<file path="config.mk">
export PLATFORM = sky130hd
export DESIGN_NAME = vga_rd_sched
export DESIGN_NICKNAME = d
export VERILOG_FILES = /design/src/rtl/vga_sched_pkg.sv /design/src/rtl/vga_addr_gen.sv /design/src/rtl/vga_rd_sched.sv
export SDC_FILE = /design/constraint.sdc
export NUM_CORES = 1
export LEC_CHECK = 0
export BUFFER_PORTS_ARGS = -buffer_cell sky130_fd_sc_hd__buf_2
export CAP_MARGIN = 20
export CORE_UTILIZATION = 55
export CTS_CLUSTER_DIAMETER = 120
export DETAILED_ROUTE_END_ITERATION = 8
export GPL_TIMING_DRIVEN = 0
export PLACE_DENSITY = 0.79
export SLEW_MARGIN = 25
export SYNTH_ARGS = -nofsm -noshare
export SYNTH_HDL_FRONTEND = slang
export SYNTH_SLANG_ARGS = --single-unit
</file>
<file path="constraint.sdc">
create_clock -name clk_133M_i -period 4.2 [get_ports clk_133M_i]
set_clock_uncertainty 0.1 [all_clocks]
set_input_delay 0.42 -clock clk_133M_i [delete_from_list [all_inputs] [get_ports clk_133M_i]]
set_output_delay 0.42 -clock clk_133M_i [all_outputs]
set_load 0.05 [all_outputs]
</file>
<file path="src/rtl/vga_sched_pkg.sv">
// Shared types and default constants for the VGA read scheduler.
// Optional ping-pong frame buffer support is selected with VGA_PINGPONG_EN.
package vga_sched_pkg;

    localparam int ADDR_W = 22;
    localparam int REM_W  = 19;
    localparam int LEN_W  = 9;
    localparam int USED_W = 11;
    localparam int CNT_W  = 8;

    localparam int DEF_BURST_LEN   = 256;
    localparam int DEF_LOW_WM      = 512;
    localparam int DEF_FRAME_WORDS = 307200;
    localparam int DEF_CLR_CYC     = 4;
    localparam int DEF_SETTLE_CYC  = 3;

    localparam logic [ADDR_W-1:0] DEF_BASE_ADDR = '0;

    typedef enum logic [2:0] {
        S_IDLE,
        S_CLEAR,
        S_WAIT_LVL,
        S_REQ,
        S_BURST,
        S_SETTLE,
        S_FDONE
    } sched_state_e;

    // Last burst of a frame is shortened to whatever is left.
    function automatic logic [LEN_W-1:0] burst_len(
        input logic [REM_W-1:0] remain,
        input logic [LEN_W-1:0] max_len
    );
        return (remain < REM_W'(max_len)) ? LEN_W'(remain) : max_len;
    endfunction

endpackage

</file>
<file path="src/rtl/vga_addr_gen.sv">
// Frame buffer address walker: address/remain registers and burst length.
// With VGA_PINGPONG_EN the frame base follows the bank not being written.
module vga_addr_gen
    import vga_sched_pkg::*;
#(
    parameter int                BURST_LEN   = DEF_BURST_LEN,
    parameter int                FRAME_WORDS = DEF_FRAME_WORDS,
    parameter logic [ADDR_W-1:0] BASE_ADDR   = DEF_BASE_ADDR
) (
    input  logic              clk,
    input  logic              rst_n,
    input  logic              load,
    input  logic              advance,
`ifdef VGA_PINGPONG_EN
    input  logic              wr_bank,
`endif
    output logic [ADDR_W-1:0] addr,
    output logic [LEN_W-1:0]  len_m1,
    output logic              remain_zero
);

    logic [REM_W-1:0]  remain;
    logic [LEN_W-1:0]  len;
    logic [ADDR_W-1:0] load_base;

`ifdef VGA_PINGPONG_EN
    assign load_base = wr_bank ? BASE_ADDR
                               : BASE_ADDR + ADDR_W'(FRAME_WORDS);
`else
    assign load_base = BASE_ADDR;
`endif

    assign len         = burst_len(remain, LEN_W'(BURST_LEN));
    assign len_m1      = len - LEN_W'(1);
    assign remain_zero = (remain == '0);

    always_ff @(posedge clk or negedge rst_n) begin
        if (!rst_n) begin
            addr   <= BASE_ADDR;
            remain <= '0;
        end else if (load) begin
            addr   <= load_base;
            remain <= REM_W'(FRAME_WORDS);
        end else if (advance) begin
            addr   <= addr + ADDR_W'(len);
            remain <= remain - REM_W'(len);
        end
    end

endmodule

</file>
<file path="src/rtl/vga_rd_sched.sv">
// VGA read scheduler: keeps the display FIFO fed with SDRAM read bursts.
// Define VGA_PINGPONG_EN to add wr_bank_i and read the opposite bank.
module vga_rd_sched
    import vga_sched_pkg::*;
#(
    parameter int                BURST_LEN   = DEF_BURST_LEN,
    parameter int                LOW_WM      = DEF_LOW_WM,
    parameter int                FRAME_WORDS = DEF_FRAME_WORDS,
    parameter logic [ADDR_W-1:0] BASE_ADDR   = DEF_BASE_ADDR,
    parameter int                CLR_CYC     = DEF_CLR_CYC,
    parameter int                SETTLE_CYC  = DEF_SETTLE_CYC
) (
    input  logic              clk_133M_i,
    input  logic              nrst_i,
    input  logic              frame_start_i,
    input  logic [USED_W-1:0] fifo_used_i,
`ifdef VGA_PINGPONG_EN
    input  logic              wr_bank_i,
`endif
    output logic              rd_req_o,
    output logic [ADDR_W-1:0] rd_addr_o,
    output logic [LEN_W-1:0]  rd_len_o,
    input  logic              rd_ack_i,
    input  logic              rd_done_i,
    output logic              fifo_clear_o,
    output logic              frame_done_o,
    output logic              busy_o
);

    localparam logic [USED_W-1:0] LOW_WM_V    = USED_W'(LOW_WM);
    localparam logic [CNT_W-1:0]  CLR_LAST    = CNT_W'(CLR_CYC - 1);
    localparam logic [CNT_W-1:0]  SETTLE_LAST = CNT_W'(SETTLE_CYC - 1);

    sched_state_e      state;
    logic [CNT_W-1:0]  cnt;
    logic              pend_start;

    logic              start_ok;
    logic              burst_end;
    logic              load;
    logic [ADDR_W-1:0] addr;
    logic [LEN_W-1:0]  len_m1;
    logic              remain_zero;

    assign start_ok  = frame_start_i &&
                       (state == S_IDLE || state == S_WAIT_LVL ||
                        state == S_SETTLE || state == S_FDONE);
    assign burst_end = (state == S_BURST) && rd_done_i;
    // A start seen during an in-flight burst restarts once it completes.
    assign load      = start_ok ||
                       (burst_end && (pend_start || frame_start_i));

    vga_addr_gen #(
        .BURST_LEN   (BURST_LEN),
        .FRAME_WORDS (FRAME_WORDS),
        .BASE_ADDR   (BASE_ADDR)
    ) u_addr (
        .clk         (clk_133M_i),
        .rst_n       (nrst_i),
        .load        (load),
        .advance     (burst_end),
`ifdef VGA_PINGPONG_EN
        .wr_bank     (wr_bank_i),
`endif
        .addr        (addr),
        .len_m1      (len_m1),
        .remain_zero (remain_zero)
    );

    always_ff @(posedge clk_133M_i or negedge nrst_i) begin
        if (!nrst_i) begin
            state        <= S_IDLE;
            cnt          <= '0;
            pend_start   <= 1'b0;
            rd_req_o     <= 1'b0;
            rd_addr_o    <= BASE_ADDR;
            rd_len_o     <= '0;
            fifo_clear_o <= 1'b0;
            frame_done_o <= 1'b0;
            busy_o       <= 1'b0;
        end else if (load) begin
            state        <= S_CLEAR;
            cnt          <= '0;
            pend_start   <= 1'b0;
            fifo_clear_o <= 1'b1;
            frame_done_o <= 1'b0;
            busy_o       <= 1'b1;
        end else begin
            unique case (state)
                S_IDLE, S_FDONE: begin
                end
                S_CLEAR: begin
                    if (cnt == CLR_LAST) begin
                        state        <= S_WAIT_LVL;
                        fifo_clear_o <= 1'b0;
                    end else begin
                        cnt <= cnt + CNT_W'(1);
                    end
                end
                S_WAIT_LVL: begin
                    if (remain_zero) begin
                        state        <= S_FDONE;
                        frame_done_o <= 1'b1;
                        busy_o       <= 1'b0;
                    end else if (fifo_used_i < LOW_WM_V) begin
                        state     <= S_REQ;
                        rd_req_o  <= 1'b1;
                        rd_addr_o <= addr;
                        rd_len_o  <= len_m1;
                    end
                end
                S_REQ: begin
                    if (frame_start_i)
                        pend_start <= 1'b1;
                    if (rd_ack_i) begin
                        state    <= S_BURST;
                        rd_req_o <= 1'b0;
                    end
                end
                S_BURST: begin
                    if (frame_start_i)
                        pend_start <= 1'b1;
                    if (rd_done_i) begin
                        state <= S_SETTLE;
                        cnt   <= '0;
                    end
                end
                S_SETTLE: begin
                    if (cnt == SETTLE_LAST)
                        state <= S_WAIT_LVL;
                    else
                        cnt <= cnt + CNT_W'(1);
                end
                default: state <= S_IDLE;
            endcase
        end
    end

endmodule

</file>
[Yosys cells after proc, flatten, opt, wreduce, memory -nomap -nowiden]
Index checks and enable logic that the tools add are counted.
Storage, ports and cells
  bits in registers: 88
  bits in latches: 0
  bits in writable memories: 0
  ROM bits: 0
  output and inout port bits: 35
  logic and storage cells: 100
  memories kept: 0
Operators by class
  add/subtract/negate cells: 4
  multiply operators: 0
  div/mod/pow operators: 0
  magnitude comparators: 2
  eq/ne operators: 19
  shift operators: 0
  multiplexer cells: 34
  bitwise operators: 2
  reductions and logical operators: 28
Operators by type and width (count)
  $mux 22: 2
  $mux 19: 2
  $mux 8: 4
  $pmux 8 s3: 1
  $add 22x9->22: 1
  $mux 3: 7
  $logic_not 19->1: 1
  $lt 19x9->1 const B: 1
  $sub 19x9->19: 1
  $pmux 3 s6: 1
  $eq 8x2->1 const B: 2
  $reduce_bool 2->1: 8
  $mux 1: 15
  $ne 3x3->1 const B: 5
  $lt 11x10->1 const B: 1
  $eq 3x3->1 const B: 3
  $mux 9: 1
  $sub 9x1->9 const B: 1
  $add 8x1->8 const B: 1
  $reduce_and 4->1: 2
  $eq 3x2->1 const B: 2
  $ne 2x2->1 const B: 3
  $reduce_and 2->1: 3
  $reduce_and 6->1: 1
  12 further kinds: 20

[Logic depth before layout (Yosys ltp)]
Gate-level depths: netlist (run 1).
  depth in word-level cells: 8
  depth in mapped cells: 14
  gate-level depth less buffers: 12

[Modules after synthesis]
From an unflattened synthesis (run 1), not the netlist that was laid out.
Second synthesis, totals
  cells, all modules: 503
  area, all modules: 5072.4 um^2
By module, submodules not included
  vga_addr_gen: instances 1, cells an instance 319, area an instance 2851.5 um^2, seq. area each 1026.0 um^2
  vga_rd_sched: instances 1, cells an instance 184, area an instance 2220.9 um^2, seq. area each 1176.1 um^2

[Worst setup path before layout (run 1)]
No wires, ideal clock.
  kind: reg2reg
  start point: reg u_addr.remain[13]
  end point: reg u_addr.addr[20]
  setup time: 0.078 ns
  arrival: 3.308 ns
  setup slack: 0.714 ns
  cell stages (with the launch flop): 15
  buffers on the path: 2
  clock period less this slack: 3.486 ns
  cell sequence: dfrtp_1 nor3_1 and4_1 buf_4 clkbuf_1 and2_1 ha_1 inv_1 fa_1 nor2b_1 o2111ai_1 a31oi_1 nand3_1 or3_1 a21oi_1
Between the ends
  cells in the longest elaborated chain, start to end: 5
Ends and longest elaborated chain
  from (decl): line vga_addr_gen.sv:22  | logic [REM_W-1:0] remain;
  from (signal assigned): line vga_addr_gen.sv:43  | remain <= REM_W'(FRAME_WORDS);
  from (signal assigned): line vga_addr_gen.sv:46  | remain <= remain - REM_W'(len);
  $lt 19x9->1: line vga_sched_pkg.sv:34  | return (remain < REM_W'(max_len)) ? LEN_W'(remain) : max_len;
  $mux 9: line vga_sched_pkg.sv:34
  $add 22x9->22: line vga_addr_gen.sv:45  | addr <= addr + ADDR_W'(len);
  $mux 22: line vga_addr_gen.sv:44  | end else if (advance) begin
  $mux 22: line vga_addr_gen.sv:41  | end else if (load) begin
  to (signal assigned): line vga_addr_gen.sv:42  | addr <= load_base;
  to (signal assigned): line vga_addr_gen.sv:45
  to (decl): line vga_addr_gen.sv:17  | output logic [ADDR_W-1:0] addr,
No other way between the ends. The select of a mux whose other input is x is not followed.
A chain may end at the register's enable or synchronous reset.

[Final worst setup path (run 1)]
  start point: reg u_addr.remain[9]
  end point: reg u_addr.addr[20]
The elaborated chain is that of the path after synthesis.

==> impl_metrics.py, run 1 <==
metrics = {
    "cts": {
        "clock_sinks": 88,
        "cts_buffer_depth": 2,
        "insertion_delay_ns": 0.35,
        "cts-buffers-inserted": 9,
        "tritoncts": "done",
        "cts_setup_buffers": 0,
        "clk_pin_slew_ns": 0.09,
        "clock-root-buffer": "clkbuf_8",
        "htreeDepth": 3,
    },
    "sta": {
        "drv_slew": 0,
        "rsz0062_at_grt": "false",
        "hold_viol": 0,
        "setup_viol": 0,
        "max-slew-margin-rel_pct": 55.5,
        "fmax_ghz": 0.267,
        "whs_ns": 0.376,
        "period_needed_ns": 3.75,
        "worst-slew-pin-transition_ns": 0.666,
        "finalSetupTns_ns": 0,
        "fin_crit_sh_pct": 89.3,
        "setup_slack_ns": 0.448,
    },
    "yosys": {
        "synth_seq_area_share_pct": 45.7,
        "synth_cell_type_count": 68,
        "synthFlopType": "dfrtp_1",
        "ys_ff_latch": 88,
        "synthCells": 488,
        "yosys_warnings": 0,
        "mappedNetlistArea_um2": 4820,
        "postSynthAreaPerCell_um2": 9.87,
        "synth_nets": 518,
        "synth_edf_count": 0,
        "async_reset_ff_share_pct": 100,
    },
    "die": {
        "die_x_um": 95.6,
        "fp.coreArea_um2": 8340,
        "die_h_um": 95.6,
        "rows": 33,
        "die_area_um2": 9130,
        "ios": 51,
        "start_util_pct": 57.7,
    },
    "grt": {
        "first_global_vias": 3635,
        "grt_max_degree": 55,
        "overflow": 0,
        "grt_use_total_pct": 24.8,
        "grt_pass1_wl_um": 17300,
        "antenna_found_initial": 0,
    },
    "power": {
        "power_leakage_nw": 2.59,
        "p_sw_mw": 1.28,
        "power_frac_clock_pct": 18.5,
        "combPwrFrac_pct": 44.4,
        "ir_worst_vdd_mv": 0.259,
        "internal_power_mw": 1.65,
        "sequentialPowerShare_pct": 37.1,
        "p_total_mw": 2.93,
        "switching_share_pct": 43.8,
        "p_per_area_nw_per_um2": 544,
    },
    "setup_path": {
        "required_ns": 4.38,
        "cp_slowest_cell": "dfrtp_1",
        "timing.rr.end": "u_addr.addr[20]",
        "arrival_ns": 3.93,
        "critPathMaxStageDelay_ns": 0.46,
        "cp_cell_sequence": "nor4_1 -> and4_1 -> buf_4 -> and2_1 -> ha_1 -> inv_1 -> fa_1 -> nor2b_1 -> o2111ai_1 -> a31oi_2 -> nand3_1 -> or3_1 -> a21oi_1",
        "cp-start-kind": "flip-flop",
        "worst-setup-path-type": "flip-flop to flip-flop",
        "cp_top_family": "simple AND/OR/NAND/NOR gates",
        "worstReg2RegStart": "u_addr.remain[9]",
        "regToRegSetupSlack_ns": 0.45,
        "rr_worst_depth": 13,
        "crit_path_end": "u_addr.addr[20]",
        "cp_num_buf_inv": 2,
        "cp_max_fo": 19,
        "crit_start": "u_addr.remain[9]",
        "cp-end-kind": "flip-flop",
        "timing.critical_path.depth": 13,
    },
    "drt": {
        "drc_errors": 0,
        "detail_route.vias_per_cell": 5.98,
        "postRouteAntennaNets": 0,
        "drtPass1Iterations": 5,
        "wirelength_um": 10500,
        "dr_total_vias": 3895,
        "drt-wirelength-per-cell_um": 16.1,
        "drtIter0Drc": 266,
    },
    "layout": {
        "multi_input_area_um2": 2460,
        "postLayoutCellArea_um2": 5390,
        "nets": 571,
        "fill_cells": 666,
        "layout-area-overhead-vs-synth_pct": 11.9,
        "drive_gt1_share_pct": 17.4,
        "final_common_cell": "dfrtp_1",
        "seq_area_um2": 2200,
        "insertedDiodeCount": 0,
        "final_cell_mix": "88 x dfrtp_1, 57 x nor2_1, 43 x buf_2, 38 x nand2_1, 32 x o21ai_0",
    },
    "placed_design": {
        "place_area_um2": 5190,
        "io_buffer_count": 41,
        "routabilityCongestion": 0.928,
        "dp_hpwl_um": 7500,
        "dp_slack_ns": -0.0566,
    },
    "status": {
        "status": "completed",
    },
    "run": {
        "drv_cap": 0,
    },
    "worst_hold_path": {
        "hold_path.class": "flip-flop to flip-flop",
    },
}
[how the worst min path moves through the flow]
stage | startpoint | to | slack [ns] | depth (start not counted)
detailed placement | nrst_i | rd_len_o[0] | 0.23 | 1
global route | rd_ack_i | rd_req_o | 0.40 | 4
floorplan | nrst_i | busy_o | 0.02 | 0
finish | rd_len_o[7] | rd_len_o[7] | 0.38 | 1
global placement | rd_len_o[7] | rd_len_o[7] | 0.35 | 1
CTS | rd_ack_i | rd_req_o | 0.37 | 4
[routing by layer]
metal,share of wire [%],track usage (%)
met3,6.0,5.34
met5,0,0
met2,45,37.3
met4,1.9,9.33
met1,47,35.1
[through the flow]
stage               instances  utilization (%)
floorplan                 488                -
global placement          634             61.8
detailed placement        635             62.2
CTS                       652             64.6
global route              651             64.6
finish                    651             64.6
[power groups by stage]
stage | combinational [mW] | sequential, mW | clock (mW)
after floorplan | 0.794 | 1.29 | 0
after global placement | 1.26 | 1.09 | 0
after detailed placement | 1.28 | 1.10 | 0
after CTS | 1.29 | 1.09 | 0.554
after global routing | 1.43 | 1.11 | 0.595
final | 1.30 | 1.09 | 0.543
[sequential cells by signal (all words and copies together) (netlist names), 3 cells and up]
| register | flops |
|---|---|
| rd_len_o | 9 |
| state | 3 |
| cnt | 8 |
| u_addr.addr | 22 |
| u_addr.remain | 19 |
| rd_addr_o | 22 |
[cells in the mapped netlist, drive strengths merged (3+ instances only)]
master / instances / area share (%)
a211oi: 4 / 0.62
ha: 13 / 3.4
mux2: 22 / 5.1
nand3: 12 / 1.2
xnor2: 11 / 2.0
o21a: 6 / 0.94
inv: 13 / 1.0
nand2b: 7 / 0.91
clkbuf: 9 / 0.70
o211ai: 4 / 0.62
a31oi: 10 / 1.3
xor2: 17 / 3.1
nor4: 4 / 0.52
nor2b: 11 / 1.4
buf: 11 / 1.6
a21boi: 4 / 0.62
nor3: 9 / 1.2
mux2i: 3 / 0.62
a21o: 6 / 0.94
o21ai: 33 / 3.5
or2: 3 / 0.39
and3: 7 / 0.91
a21oi: 20 / 2.2
and2: 8 / 1.0
a22o: 8 / 1.5
o31ai: 5 / 1.1
or3: 5 / 0.65
dfrtp: 88 / 46
nand4: 7 / 1.2
o41ai: 4 / 0.88
nand2: 38 / 3.0
nor2: 57 / 4.4
[worst register-to-register path, delay by kind of cell, from the launching register on]
kind                     cells  cell delay, ns
flip-flops                   1            0.46
AO/OA/AOI/OAI                3            0.68
buffers and inverters        2            0.30
adder cells (fa/ha/maj)      2            0.59
AND/OR/NAND/NOR              6            1.55
[cell families after synthesis]
group | count (synthesis) | synth area share [%]
AOI/OAI and AO/OA | 120 | 17.1
buffers and inverters | 33 | 3.35
other | 1 | 0.0779
muxes | 25 | 5.77
and+or+nand+nor | 179 | 19.0
adders and majority gates | 14 | 3.79
DFF | 88 | 45.7
xor gates and xnor gates | 28 | 5.09
[layout make-up]
class | instances | share of cell area (%)
clock inverter | 4 | 0.534
buffer | 19 | 2.02
multi-input combinational | 367 | 45.7
sequential | 88 | 40.9
inverter | 13 | 0.906
timing repair buffer | 43 | 4.62
tap | 105 | 2.44
clock buffer | 12 | 2.88
[timing repair]
action | in CTS | in global routing
hold buffers | 1 | 0
resized for setup | 1 | 1
cloned | 0 | 0
endpoints found under the hold margin | 34 | 0
endpoints found under the setup margin | 1 | 7
(Power assumes the default switching activity.)
==> inputs of run 2 (changes only) <==
ABC_AREA = 1   (was default)
GPL_ROUTABILITY_DRIVEN = 0   (was default)
REMOVE_ABC_BUFFERS = 1   (was default)
==> impl_metrics.py, run 2 <==
metrics = {
    "drt": {
        "drtPass1Iterations": 5,
        "drtIter0Drc": 241,
        "wirelength_um": 10600,
        "dr_total_vias": 4301,
        "detail_route.vias_per_cell": 5.44,
        "drc_errors": 0,
        "postRouteAntennaNets": 0,
        "drt-wirelength-per-cell_um": 13.4,
    },
    "yosys": {
        "synth_seq_area_share_pct": 45.1,
        "synthSimpleGateAreaFrac_pct": 29.1,
        "mappedNetlistArea_um2": 4880,
        "synth_top_cell_area_share_pct": 45.1,
        "synthTopCellsByCount": "155 x nand2_1, 88 x dfrtp_1, 86 x nor2_1",
        "synth_cell_type_count": 40,
        "synthCells": 638,
        "synth_top_family_by_area": "simple AND/OR/NAND/NOR gates",
        "yosys.area.top_type": "dfrtp_1",
        "async_reset_ff_share_pct": 100,
        "ys_ff_latch": 88,
        "postSynthAreaPerCell_um2": 7.65,
        "yosys_warnings": 0,
        "synthXorXnorAreaFrac_pct": 2.15,
        "synth_edf_count": 0,
        "synthFlopType": "dfrtp_1",
        "synth_compound_area_share_pct": 12.2,
        "yosysMostFrequentCell": "nand2_1",
        "yosys.area_share.adder_pct": 3.74,
        "yosys-mux-area-fraction_pct": 0,
        "synth_area_leaders": "dfrtp_1 45%, nand2_1 12%, nor2_1 6.6%, inv_1 5.3%, nand3_1 3.7%",
    },
    "cts": {
        "htreeDepth": 3,
        "clock_sinks": 88,
        "clk_pin_slew_ns": 0.09,
        "cts_hold_buf": 1,
        "cts_resized": 0,
        "cts-buffers-inserted": 9,
        "clock-root-buffer": "clkbuf_8",
        "cts_setup_buffers": 0,
        "insertion_delay_ns": 0.37,
        "cts_buffer_depth": 2,
        "tritoncts": "done",
    },
    "power": {
        "p_per_area_nw_per_um2": 540,
        "ir_worst_vdd_mv": 0.347,
        "power_leakage_nw": 2.61,
    },
    "die": {
        "die_h_um": 96.2,
        "fp.coreArea_um2": 8640,
        "rows": 34,
        "die_x_um": 96.2,
        "ios": 51,
        "die_area_um2": 9260,
        "start_util_pct": 56.5,
    },
    "grt": {
        "overflow": 0,
        "antenna_found_initial": 0,
        "grt_pass1_wl_um": 17700,
        "grt_use_total_pct": 24.9,
        "first_global_vias": 4012,
        "grt_max_degree": 54,
    },
    "setup_path": {
        "cp-start-kind": "flip-flop",
        "critPathMaxStageDelay_ns": 0.44,
        "cp_top_family": "simple AND/OR/NAND/NOR gates",
        "cp-end-kind": "flip-flop",
        "cp_slowest_cell": "fa_1",
        "cp_max_fo": 24,
        "cp_cell_sequence": "nor2_2 -> nand2_1 -> nor2_2 -> nand2_2 -> nor2_1 -> ha_1 -> inv_1 -> fa_1 -> inv_1 -> nand3b_1 -> nand2_1 -> nand3_1 -> o21ai_0 -> nor2_1",
        "worst-setup-path-type": "flip-flop to flip-flop",
        "arrival_ns": 3.42,
        "cp_num_buf_inv": 2,
        "required_ns": 4.36,
        "rr_worst_depth": 14,
        "timing.critical_path.depth": 14,
    },
    "sta": {
        "period_needed_ns": 3.26,
        "finalSetupTns_ns": 0,
        "drv_slew": 0,
        "rsz0062_at_grt": "false",
        "setup_viol": 0,
        "max-slew-margin-rel_pct": 50.2,
        "worst-slew-pin-transition_ns": 0.747,
        "fmax_ghz": 0.307,
        "hold_viol": 0,
        "fin_crit_sh_pct": 77.6,
    },
    "placed_design": {
        "dp_hpwl_um": 7570,
        "dp.cells": 774,
        "io_buffer_count": 41,
    },
    "layout": {
        "top_regs": "rd_addr_o x22, u_addr.addr x22, u_addr.remain x19",
        "final_cell_mix": "155 x nand2_1, 88 x dfrtp_1, 86 x nor2_1, 69 x inv_1, 40 x buf_2",
        "nets": 708,
        "drive_gt1_share_pct": 12.4,
        "insertedDiodeCount": 0,
        "final_common_cell": "nand2_1",
        "layout.cells.non_filler": 791,
        "layout-area-overhead-vs-synth_pct": 10.2,
    },
    "worst_hold_path": {
        "hold_path_depth": 3,
        "hold_path.class": "input port to flip-flop",
    },
    "run": {
        "drv_cap": 0,
    },
    "status": {
        "status": "completed",
    },
}
==> run 2: changes by cell type after synthesis, sizes merged, moves of 9 or more <==
cell    change
nand2     +122
inv        +61
a21oi      +12
mux2       -22
nor3       +10
clkbuf      -9
nand3      +27
nor2b      -11
o22ai      +12
o21ai      +17
nor2       +34
==> run 2: where the power goes <==
group          leakage, nW  internal (mW)  total, mW  switching, mW
sequential            1.16          0.995       1.11          0.117
combinational         1.35          0.323       1.19          0.869
clock               0.0993          0.291      0.602          0.311
==> run 2: per-layer routing <==
layer / wire length [um] / vias to the layer above / part of all wire [%] / track usage, %
met5: 0 / - / 0 / 0
met1: 5010 / 2015 / 47 / 32.8
li1: - / 2153 / - / -
met2: 4940 / 114 / 47 / 39.6
met4: 202 / 0 / 1.9 / 10.3
met3: 427 / 19 / 4.0 / 5.21
==> run 2: kinds of logic after synthesis <==
kind of cell,count (synthesis)
AOI/OAI and AO/OA,106
xor gates and xnor gates,12
adders and majority gates,14
buffers and inverters,89
DFF,88
other,1
and+or+nand+nor,328
==> run 2: stage by stage <==
step | util [%] | power, mW | area, um^2 | setup slack, ns | hold slack, ns
after floorplan | - | 2.01 | 4800 | 1.50 | 0.0244
after global placement | 59.5 | 2.26 | 5140 | 1.03 | 0.351
after detailed placement | 59.9 | 2.30 | 5170 | 0.974 | 0.251
after CTS | 62.3 | 2.90 | 5380 | 0.961 | 0.242
after global routing | 62.3 | 3.10 | 5380 | 0.578 | 0.267
final | 62.3 | 2.91 | 5380 | 0.940 | 0.258
==> run 2: path summary, 6_finish.rpt <==
kind                                        start  slack, ns              end
worst min register to register      rd_addr_o[11]       0.38    rd_addr_o[11]
worst max register to register  u_addr.remain[10]       0.94  u_addr.addr[12]
max in group asynchronous                  nrst_i       3.01           cnt[1]
min in group asynchronous                  nrst_i       0.42      rd_len_o[6]
worst min-delay path                frame_start_i       0.26       pend_start
worst max-delay path            u_addr.remain[10]       0.94  u_addr.addr[12]
==> run 2: worst reg2reg max path, cell delays in order, from the launching register on <==
cell      delay [ns]
dfrtp_1         0.42
nor2_2          0.18
nand2_1         0.09
nor2_2          0.17
nand2_2         0.31
nor2_1          0.30
ha_1            0.24
inv_1           0.09
fa_1            0.44
inv_1           0.10
nand3b_1        0.08
nand2_1         0.26
nand3_1         0.14
o21ai_0         0.18
nor2_1          0.06
==> run 2: area by class of cell <==
type                       count  area [um^2]
tap                          108          135
multi-input combinational    461         2310
inverter                      75          288
sequential                    88         2200
clock buffer                  11          141
fill                         779         3260
timing repair buffer          43          249
clock inverter                 5         56.3
==> inputs of run 3 (changes only) <==
CORE_UTILIZATION = 53   (was 55)
PLACE_DENSITY = 0.8   (was 0.79)
clock period = 2.99 ns   (was 4.2 ns; I/O delays follow)
==> impl_metrics.py, run 3 (synthesis gave the netlist of run 2 again) <==
metrics = {
    "status": {
        "status": "complete, but fails checks",
        "violations": "DRC",
    },
    "die": {
        "die_area_um2": 9600,
        "fp.coreArea_um2": 8810,
        "die_x_um": 98.0,
        "rows": 34,
        "start_util_pct": 55.4,
        "ios": 51,
        "die_h_um": 98.0,
    },
    "sta": {
        "drv_slew": 0,
        "max-slew-margin-rel_pct": 43.2,
        "period_needed_ns": 2.81,
        "worst-slew-pin-transition_ns": 0.851,
        "rsz0062_at_grt": "true",
        "setup_viol": 0,
        "fmax_ghz": 0.356,
        "hold_viol": 0,
        "finalSetupTns_ns": 0,
        "fin_crit_sh_pct": 94.0,
    },
    "setup_path": {
        "cp-start-kind": "flip-flop",
        "cp_max_fo": 12,
        "arrival_ns": 2.98,
        "crit_start": "u_addr.remain[16]",
        "regToRegSetupSlack_ns": 0.18,
        "timing.rr.end": "u_addr.addr[16]",
        "worstReg2RegStart": "u_addr.remain[16]",
        "cp-end-kind": "flip-flop",
        "worst-setup-path-type": "flip-flop to flip-flop",
        "rr_worst_depth": 16,
        "crit_path_end": "u_addr.addr[16]",
        "required_ns": 3.16,
    },
    "drt": {
        "wirelength_um": 11200,
        "postRouteAntennaNets": 0,
        "drt-wirelength-per-cell_um": 14.1,
        "detail_route.vias_per_cell": 5.63,
        "drtPass1Iterations": 7,
        "drc_errors": 3,
        "drtIter0Drc": 320,
        "dr_total_vias": 4457,
    },
    "layout": {
        "postLayoutCellArea_um2": 5440,
        "final_util_pct": 61.8,
        "top_regs": "rd_addr_o x22, u_addr.addr x22, u_addr.remain x19",
        "final_cell_mix": "154 x nand2_1, 88 x dfrtp_1, 79 x nor2_1, 69 x inv_1, 40 x buf_2",
        "layout-area-overhead-vs-synth_pct": 11.5,
        "insertedDiodeCount": 0,
        "final_common_cell": "nand2_1",
        "drive_gt1_share_pct": 14.0,
        "nets": 711,
    },
    "cts": {
        "cts_buffer_depth": 2,
        "insertion_delay_ns": 0.37,
        "cts-buffers-inserted": 9,
        "clock_sinks": 88,
        "tritoncts": "done",
        "clk_pin_slew_ns": 0.08,
        "htreeDepth": 3,
        "clock-root-buffer": "clkbuf_8",
    },
    "placed_design": {
        "place_area_um2": 5160,
        "io_buffer_count": 41,
        "dp_hpwl_um": 7520,
    },
    "grt": {
        "antenna_found_initial": 0,
        "use_met3_pct": 4.58,
        "overflow": 0,
        "use_met1_pct": 30.7,
        "grt_pass1_wl_um": 18300,
        "grt_use_total_pct": 23.9,
        "met2_usage_pct": 39.4,
        "grt_max_degree": 54,
        "first_global_vias": 4145,
        "grt.busiest_layer": "met2",
    },
    "power": {
        "combPwrFrac_pct": 41.8,
        "p_sw_mw": 1.82,
        "p_per_area_nw_per_um2": 745,
        "ir_worst_vdd_mv": 0.581,
        "internal_power_mw": 2.23,
        "power_leakage_nw": 2.63,
        "power_frac_clock_pct": 19.7,
        "switching_share_pct": 45.0,
        "sequentialPowerShare_pct": 38.5,
    },
    "run": {
        "drv_cap": 0,
    },
    "worst_hold_path": {
        "hold_path.class": "input port to flip-flop",
    },
}
-- run 3: worst min-delay path by stage --
stage | start | endpoint | slack (ns) | cells past startpoint
after floorplan | nrst_i | busy_o | -0.1 | 0
after global placement | busy_o | busy_o | 0.35 | 2
after detailed placement | nrst_i | rd_len_o[5] | 0.15 | 1
after CTS | frame_start_i | pend_start | 0.13 | 3
after global routing | frame_start_i | pend_start | 0.15 | 3
final | frame_start_i | pend_start | 0.15 | 3
-- run 3: metrics by stage --
| step | hold WS, ns | instances | power, mW | setup slack, ns |
|---|---|---|---|---|
| after floorplan | -0.0966 | 624 | 2.83 | 0.286 |
| after global placement | 0.355 | 773 | 3.17 | -0.219 |
| after detailed placement | 0.147 | 774 | 3.23 | -0.221 |
| after CTS | 0.131 | 789 | 4.02 | 0.000531 |
| after global routing | 0.145 | 792 | 4.31 | -0.0348 |
| final | 0.152 | 792 | 4.05 | 0.179 |
-- run 3: repair_timing --
action / in CTS / in global routing
gates resized for setup: 3 / 16
pin swaps: 0 / 3
setup buffers: 0 / 1
hold buffers: 1 / 0
hold endpoints to repair: 44 / 0
endpoints found under the setup margin: 9 / 26
gates cloned: 0 / 2
-- run 3: power by group through the flow --
stage | clock, mW | sequential, mW | combinational, mW
6_report | 0.797 | 1.56 | 1.70
5_1_grt | 0.855 | 1.59 | 1.87
4_1_cts | 0.805 | 1.56 | 1.66
3_5_place_dp | 0 | 1.58 | 1.65
3_3_place_gp | 0 | 1.57 | 1.60
2_1_floorplan | 0 | 1.87 | 0.956
-- run 3: cell type report --
| cell class | count | area, um^2 |
|---|---|---|
| multi-input combinational | 463 | 2390 |
| fill | 778 | 3370 |
| clock buffer | 10 | 128 |
| timing repair buffer | 44 | 249 |
| sequential | 88 | 2200 |
| inverter | 75 | 288 |
| clock inverter | 4 | 47.5 |
| tap | 108 | 135 |
-- run 3: metal layers --
layer / routed length, um / share of wire (%)
met1: 5050 / 45
met5: 0 / 0
met2: 5190 / 46
met3: 762 / 6.8
met4: 203 / 1.8
-- run 3: worst max-delay path: stages (launching register included) --
cell and delay [ns]:
dfrtp_1 0.41, nor2_1 0.17, nand2_1 0.12, nor2_4 0.22, nand2_8 0.14, nor2_4 0.13
ha_1 0.22, inv_1 0.10, fa_2 0.38, inv_1 0.09, nand3b_1 0.12, nand2_4 0.15
nand2_1 0.06, nor2_1 0.12, nand2_1 0.06, nand2_1 0.05, nor2_1 0.04
